$ cat src/rtl/calc_core_param.sv
// W-bit accumulator calculator with status flags and a drop-oldest LIFO undo history.
// Define CALC_MUL_EN to build the iterative shift-add multiplier (op 7); otherwise op 7 is rejected.
module calc_core_param #(
    parameter int W     = 8,
    parameter int DEPTH = 4
) (
    input  logic                       clk,
    input  logic                       rst_n,
    input  logic [W-1:0]               num_in,
    input  logic [2:0]                 op_in,
    input  logic                       enter,
    input  logic                       undo,
    output logic [W-1:0]               num_out,
    output logic                       flag_zero,
    output logic                       flag_carry,
    output logic                       flag_err,
    output logic                       busy,
    output logic [$clog2(DEPTH+1)-1:0] depth_cnt
);
    localparam int DCW = $clog2(DEPTH + 1);

    // Handshake: enter/undo are level inputs; a request is one 0->1 transition seen on
    // consecutive clocks. Requests arriving while busy are dropped; enter beats undo.
    logic           r_enter_q, r_undo_q;
    logic [W-1:0]   r_acc;
    logic           r_zero, r_carry, r_err;
    logic [DCW-1:0] r_depth;
    logic [W-1:0]   r_hist [DEPTH];

    logic           w_enter_edge, w_undo_edge, w_busy, w_accept, w_is_mul;
    logic           w_push, w_pop, w_mul_done, w_mul_ovf;
    logic [W-1:0]   w_mul_res;
    logic [W-1:0]   w_result;
    logic           w_carry;
    logic [W:0]     w_sum;

    assign w_enter_edge = enter & ~r_enter_q;
    assign w_undo_edge  = undo & ~r_undo_q;
    assign w_is_mul     = (op_in == 3'd7);
    assign w_accept     = ~w_busy & w_enter_edge;
    assign w_pop        = ~w_busy & ~w_enter_edge & w_undo_edge & (r_depth != '0);

`ifdef CALC_MUL_EN
    // The FSM state is the busy output itself.
    typedef enum logic {S_IDLE, S_MUL} state_t;
    localparam int CW = (W > 2) ? $clog2(W) : 1;

    state_t           r_state, w_state_nxt;
    logic [2*W-1:0]   r_mcand, r_prod, w_prod_nxt;
    logic [W-1:0]     r_mplier;
    logic [CW-1:0]    r_cnt;

    always_ff @(posedge clk or negedge rst_n) begin
        if (!rst_n) r_state <= S_IDLE;
        else        r_state <= w_state_nxt;
    end

    always_comb begin
        w_state_nxt = r_state;
        case (r_state)
            S_IDLE:  if (w_accept && w_is_mul) w_state_nxt = S_MUL;
            S_MUL:   if (r_cnt == CW'(W - 1)) w_state_nxt = S_IDLE;
            default: w_state_nxt = S_IDLE;
        endcase
    end

    assign w_busy     = (r_state == S_MUL);
    assign w_mul_done = w_busy && (r_cnt == CW'(W - 1));
    assign w_prod_nxt = r_prod + (r_mplier[0] ? r_mcand : '0);
    assign w_mul_res  = w_prod_nxt[W-1:0];
    assign w_mul_ovf  = |w_prod_nxt[2*W-1:W];
    assign w_push     = w_accept;

    always_ff @(posedge clk or negedge rst_n) begin
        if (!rst_n) begin
            r_mcand  <= '0;
            r_prod   <= '0;
            r_mplier <= '0;
            r_cnt    <= '0;
        end else if (w_accept && w_is_mul) begin
            r_mcand  <= {{W{1'b0}}, r_acc};
            r_prod   <= '0;
            r_mplier <= num_in;
            r_cnt    <= '0;
        end else if (w_busy) begin
            r_prod   <= w_prod_nxt;
            r_mcand  <= r_mcand << 1;
            r_mplier <= r_mplier >> 1;
            r_cnt    <= r_cnt + 1'b1;
        end
    end
`else
    assign w_busy     = 1'b0;
    assign w_mul_done = 1'b0;
    assign w_mul_res  = '0;
    assign w_mul_ovf  = 1'b0;
    assign w_push     = w_accept & ~w_is_mul;
`endif

    assign w_sum = {1'b0, r_acc} + {1'b0, num_in};

    always_comb begin
        w_result = '0;
        w_carry  = 1'b0;
        case (op_in)
            3'd0: begin w_result = w_sum[W-1:0]; w_carry = w_sum[W]; end
            3'd1: begin w_result = r_acc - num_in; w_carry = (num_in > r_acc); end
            3'd2: w_result = r_acc | num_in;
            3'd3: w_result = {{(W-1){1'b0}}, (r_acc == num_in)};
            3'd4: w_result = r_acc & num_in;
            3'd5: w_result = r_acc ^ num_in;
            3'd6: w_result = (num_in >= W'(W)) ? '0 : (r_acc << num_in);
            default: w_result = '0;
        endcase
    end

    // Index 0 is the newest entry; pushing shifts the oldest out of the far end.
    always_ff @(posedge clk or negedge rst_n) begin
        if (!rst_n) begin
            for (int i = 0; i < DEPTH; i++) r_hist[i] <= '0;
        end else if (w_push) begin
            r_hist[0] <= r_acc;
            for (int i = 1; i < DEPTH; i++) r_hist[i] <= r_hist[i-1];
        end else if (w_pop) begin
            for (int i = 0; i < DEPTH - 1; i++) r_hist[i] <= r_hist[i+1];
        end
    end

    always_ff @(posedge clk or negedge rst_n) begin
        if (!rst_n) begin
            r_enter_q <= 1'b0;
            r_undo_q  <= 1'b0;
            r_acc     <= '0;
            r_zero    <= 1'b0;
            r_carry   <= 1'b0;
            r_err     <= 1'b0;
            r_depth   <= '0;
        end else begin
            r_enter_q <= enter;
            r_undo_q  <= undo;
            if (w_push && r_depth != DCW'(DEPTH)) r_depth <= r_depth + 1'b1;
            else if (w_pop)                       r_depth <= r_depth - 1'b1;

            if (w_mul_done) begin
                r_acc   <= w_mul_res;
                r_zero  <= (w_mul_res == '0);
                r_carry <= w_mul_ovf;
                r_err   <= 1'b0;
            end else if (w_accept && !w_is_mul) begin
                r_acc   <= w_result;
                r_zero  <= (w_result == '0);
                r_carry <= w_carry;
                r_err   <= 1'b0;
            end else if (w_accept && !w_push) begin
                r_err   <= 1'b1;
            end else if (w_pop) begin
                r_acc   <= r_hist[0];
                r_zero  <= (r_hist[0] == '0);
                r_carry <= 1'b0;
                r_err   <= 1'b0;
            end else if (!w_busy && !w_enter_edge && w_undo_edge) begin
                r_err   <= 1'b1;
            end
        end
    end

    assign num_out    = r_acc;
    assign flag_zero  = r_zero;
    assign flag_carry = r_carry;
    assign flag_err   = r_err;
    assign busy       = w_busy;
    assign depth_cnt  = r_depth;

endmodule

$ cat config.mk
export PLATFORM = sky130hd
export DESIGN_NAME = calc_core_param
export DESIGN_NICKNAME = d
export VERILOG_FILES = /design/src/rtl/calc_core_param.sv
export SDC_FILE = /design/constraint.sdc
export NUM_CORES = 1
export LEC_CHECK = 0
export CORE_ASPECT_RATIO = 1.5
export CORE_UTILIZATION = 40
export DETAILED_ROUTE_END_ITERATION = 10
export SYNTH_ARGS = -nofsm -noshare
export SYNTH_HDL_FRONTEND = slang
export SYNTH_SLANG_ARGS = --single-unit
$ cat constraint.sdc
create_clock -name clk -period 2.48 [get_ports clk]
set_input_delay 0.496 -clock clk [delete_from_list [all_inputs] [get_ports clk]]
set_output_delay 0.496 -clock clk [all_outputs]
set_load 0.05 [all_outputs]
### Word-level counts from Yosys, hierarchy flattened

Cells that the tools add are included.

* ROM bits: 0
* bits in latches: 0
* bits of input ports: 15
* bits in writable memories: 0
* memories kept: 0
* register bits: 48
* output and inout port bits: 15

* divide/modulo/power cells: 0
* bitwise operators: 12
* add/sub/neg operators: 4
* mux-type cells: 20
* reduce and logical (&&, ||, !) cells: 16
* equality and inequality tests: 10
* multipliers: 0
* order comparisons: 2
* shift operators: 1

Operators with widths (number)
* $pmux W8 S7: 1
* $mux W24: 2
* $mux W8: 4
* $logic_not A8 Y1: 2
* $eq A3 B3 Y1 const B: 4
* $mux W1: 10
* $add A8 B8 Y9: 1
* $and A8 B8 Y8: 1
* $eq A8 B8 Y1: 1
* $ge A8 B4 Y1 const B: 1
* $gt A8 B8 Y1: 1
* $or A8 B8 Y8: 1
* $shl A8 B8 Y8: 1
* $sub A8 B8 Y8: 1
* $xor A8 B8 Y8: 1
* $eq A3 B2 Y1 const B: 2
* $mux W3: 2
* $reduce_bool A2 Y1: 3
* $and A1 B1 Y1: 5
* $logic_and A1 B1 Y1: 4
* $not A1 Y1: 4
* $reduce_bool A4 Y1: 1
* $add A3 B1 Y3 const B: 1
* $eq A3 B1 Y1 const B: 1
* other kinds (8): 10

### Logic depth before layout (Yosys ltp)

* depth in word-level cells: 8
* gate-level depth with buffers: 11

### Worst setup path before layout

OpenSTA, ideal clock, no wires.

* path kind: register to register
* start point: register r_acc[1] (netlist: num_out[1])
* end point: register r_zero (netlist: flag_zero)
* path slack: -83 ps
* period minus slack after synthesis: 2563 ps
* setup time: 66 ps
* buffers on the path: 0
* arrival time: 2496 ps
* stages on the path, launching flop included: 9
* required time: 2414 ps
* cells stage by stage: dfrtp_1 -> inv_1 -> ha_1 -> a211oi_2 -> nor2_1 -> a221o_1 -> a221oi_2 -> and3_1 -> a41o_1

* longest elaborated chain between the ends: 5

Ends and longest elaborated chain
* from (decl): line 25 `logic [W-1:0] r_acc;`
* from (signal assigned): line 145 `r_acc <= w_mul_res;`
* from (signal assigned): line 150 `r_acc <= w_result;`
* from (signal assigned): line 157 `r_acc <= r_hist[0];`
* branches (longest 2 deep; another with $sub A8 B8 Y8)
* $pmux W8 S7 (*): line 105 `case (op_in)`
* $logic_not A8 Y1 (*): line 151 `r_zero <= (w_result == '0);`
* $mux W1 (*): line 149 `end else if (w_accept && !w_is_mul) begin`
* to (signal assigned): line 146 `r_zero <= (w_mul_res == '0);`
* to (signal assigned): line 151
* to (signal assigned): line 158 `r_zero <= (r_hist[0] == '0);`
* to (decl): line 26 `logic r_zero, r_carry, r_err;`

Mark *: on every way between the ends.
A chain may end at the register's enable or synchronous reset.

### Worst setup path after layout

* start point: input port num_in[5]
* end point: register r_zero (netlist: flag_zero)

* longest elaborated chain between the ends: 5

Ends and longest elaborated chain
* from (decl): line 9 `input logic [W-1:0] num_in,`
* $ge A8 B4 Y1 / $shl A8 B8 Y8 (equally long branches): line 112 `3'd6: w_result = (num_in >= W'(W)) ? '0 : (r_acc << num_in);`
* $mux W8: line 112
* $pmux W8 S7 (*): line 105
* $logic_not A8 Y1 (*): line 151
* $mux W1 (*): line 149

Every way passes the cells marked *; elsewhere a longest branch is shown, timed or not.

==> results.cfg <==
[outcome]
status = complete, no violations

[die]
core_um2 = 8780
fp.dieH_um = 118
rows = 42
io_pins = 30
dieArea_um2 = 9400
die_x_um = 79.5
start_util_pct = 41.0

[synth]
synth-xor-area-share_pct = 0.973
synthMuxAreaShare_pct = 5.97
yosysSeqAreaShare_pct = 33.3
ys_warn_count = 0
synthAdderAreaFrac_pct = 11.0
syn_avg_cell_area_um2 = 8.50
yosys.area.top_type_share_pct = 33.3
yosysUniqueCellTypes = 61
synth_nets = 469
netlist_instances = 424
ys.flop_type = dfrtp_1
synth_seq_cells = 48
yosysTopAreaCell = dfrtp_1
synthArstFlopShare_pct = 100
synthSimpleGateAreaFrac_pct = 22.4
yosys.cell_count.top_type = nand2_1
yosys-top-cells-count = nand2_1, nor2_1, dfrtp_1, ha_1, a21oi_1
ys_top_cells_by_area = dfrtp_1, ha_1, nand2_1
synth_top_family_by_area = simple AND/OR/NAND/NOR gates
synth-compound-area-share_pct = 20.5
synth_edf_count = 0
syn_area_um2 = 3600

[global_route]
grt_max_degree = 41
antenna_found_initial = 0
grt_pass1_wl_um = 17500
grtUsageTotal_pct = 23.9
grt_pass1_vias = 3482
grt.overflow.total = 0

[critical_path]
required_ns = 2.66
path_max_fanout = 2
critPathCaptureType = register
crit_type = primary input to register
crit_path_frequent_cell = and3_1
crit_chain = clkdlybuf4s50_1 > inv_2 > ha_4 > nor4_2 > buf_4 > nand3_1 > o211ai_1 > a221oi_2 > and3_1 > and3_1 > a41o_1
slowest_stage = clkdlybuf4s50_1
slowest_delay_ns = 0.50
start_kind = primary input
cp_data_arrival_time_ns = 2.61

[sta]
slew_headroom_pct = 40.7
layout_setup_ws_ns = 0.0502
setup_viol = 0
fmax_mhz = 412
setup_tns_ns = 0
finClkSkew_ns = 0.00984
max_slew.worst_pin.slew_ns = 0.888
fin_crit_ns = 2.43
finalHoldViolCount = 0
finalCritPeriodShare_pct = 98.0
drv_slew = 0

[power_and_ir_drop]
p_per_area_nw_per_um2 = 1020
vdd_ir_drop_max_v = 0.000692
p_leak_nw = 2.25
power_mw = 5.00

[drt]
wl_per_cell_um = 16.4
vias_per_cell = 5.47
routed_wirelength_um = 10500
final_antenna_net_count = 0
route.detailed.drc = 0
drtIter0Drc = 155
first_pass_iters = 4
vias = 3487

[clock_network]
cts_buffer_depth = 2
root_buffer = clkbuf_16
numCtsBuffers = 5
clk_pin_slew_ns = 0.07
clk_latency_ns = 0.29
cts.htree.levels = 2
cts_tree = yes
cts_sinks = 48

[place]
dp_hpwl_um = 7880
dp_cells = 623
dp_slack_ns = -0.475
place_area_um2 = 4540
gp_congestion = 0.972
port_buffers = 28

[job]
max_cap_viol_count = 0

[hold_path]
hold_class = primary input to asynchronous set/reset pin

[layout]
nFillCells = 817
fin_cells = 637
multi_input_area_um2 = 2350
drive_gt1_share_pct = 27.7
fin_area_um2 = 4890
regArea_um2 = 1200
nNetsFinal = 571
num_antenna_cells = 0
syn2layout_area_growth_pct = 35.8
==> area by class of cell <==
cell class | instances | area share (%)
multi-input cells | 331 | 48.1
flip-flops and latches | 48 | 24.6
repair buffers | 118 | 19.9
well taps | 110 | 2.81
clock buffers | 7 | 2.71
inverters | 22 | 1.77
clock inverters | 1 | 0.102
==> flip-flops by register name, summed over array words and instances (netlist names) <==
register	count
depth_cnt	3
flag_carry	1
flag_err	1
flag_zero	1
num_out	8
r_enter_q	1
r_hist	32
r_undo_q	1
==> logic make-up after synthesis <==
family / after synthesis
simple gates: 170
xor+xnor: 4
buf+inv: 45
other cells: 1
compound gates: 106
fa+ha+maj: 30
flops: 48
mux: 20
==> placed cells by master, fill, tap and decap left out, drive strengths merged, types with 12 or more instances in the layout <==
master	netlist	routed
o21ai	12	12
a22oi	16	16
mux2i	17	17
dfrtp	48	48
clkdlybuf4s50	0	22
o22ai	14	14
ha	27	27
a31oi	12	12
inv	22	21
nor2	50	50
nand2	73	73
buf	14	91
a21oi	24	24
==> where the power goes <==
| part | switching [mW] | leakage, nW | internal, mW |
|---|---|---|---|
| Sequential | 0.271 | 0.577 | 1.08 |
| Clock | 0.283 | 0.0679 | 0.373 |
| Combinational | 1.63 | 1.60 | 1.36 |
| Total | 2.19 | 2.25 | 2.82 |
==> path summary, 6_finish.rpt <==
check | depth (start not counted) | from | to | slack [ns]
hold / removal | 1 | rst_n | depth_cnt[0]$_DFFE_PN0P_ | 0.18
setup reg to reg | 11 | num_out[0]$_DFFE_PN0P_ | flag_zero$_DFFE_PN0P_ | 0.12
min in group clk | 2 | r_hist[2]$_DFFE_PN0P_ | r_hist[2]$_DFFE_PN0P_ | 0.47
setup / recovery | 11 | num_in[5] | flag_zero$_DFFE_PN0P_ | 0.05
hold reg to reg | 2 | r_hist[2]$_DFFE_PN0P_ | r_hist[2]$_DFFE_PN0P_ | 0.47
max in group asynchronous | 2 | rst_n | r_hist[7]$_DFFE_PN0P_ | 1.68
==> routing by layer <==
layer / vias up / global-route usage (%) / part of all wire [%]
li1: 1706 / - / -
met1: 1686 / 30.2 / 43
met2: 76 / 40.8 / 52
met3: 19 / 2.08 / 2.6
met4: 0 / 10.5 / 2.8
met5: - / 0 / 0
==> what timing repair did <==
| action | 4_1_cts | 5_1_grt |
|---|---|---|
| hold buffers | 0 | 0 |
| setup buffers | 5 | 1 |
| endpoints found under the hold margin | 0 | 0 |
| setup endpoints to repair | 5 | 5 |
| pin swaps | 13 | 6 |
| resized for setup | 27 | 11 |
==> critical path, delay by kind of cell <==
| family | cells | cell delay (ns) |
|---|---|---|
| buffers and inverters | 3 | 0.74 |
| AND/OR/NAND/NOR | 4 | 0.68 |
| AO/OA/AOI/OAI | 3 | 0.45 |
| adder cells (fa/ha/maj) | 1 | 0.25 |
==> per-stage QoR <==
stage,hold WS (ns),util [%]
after floorplan,0.200,-
after global placement,0.456,51.7
after detailed placement,0.462,51.7
after CTS,0.207,55.0
after global routing,0.226,55.7
final,0.182,55.7
Power figures use the tool's default switching activity.
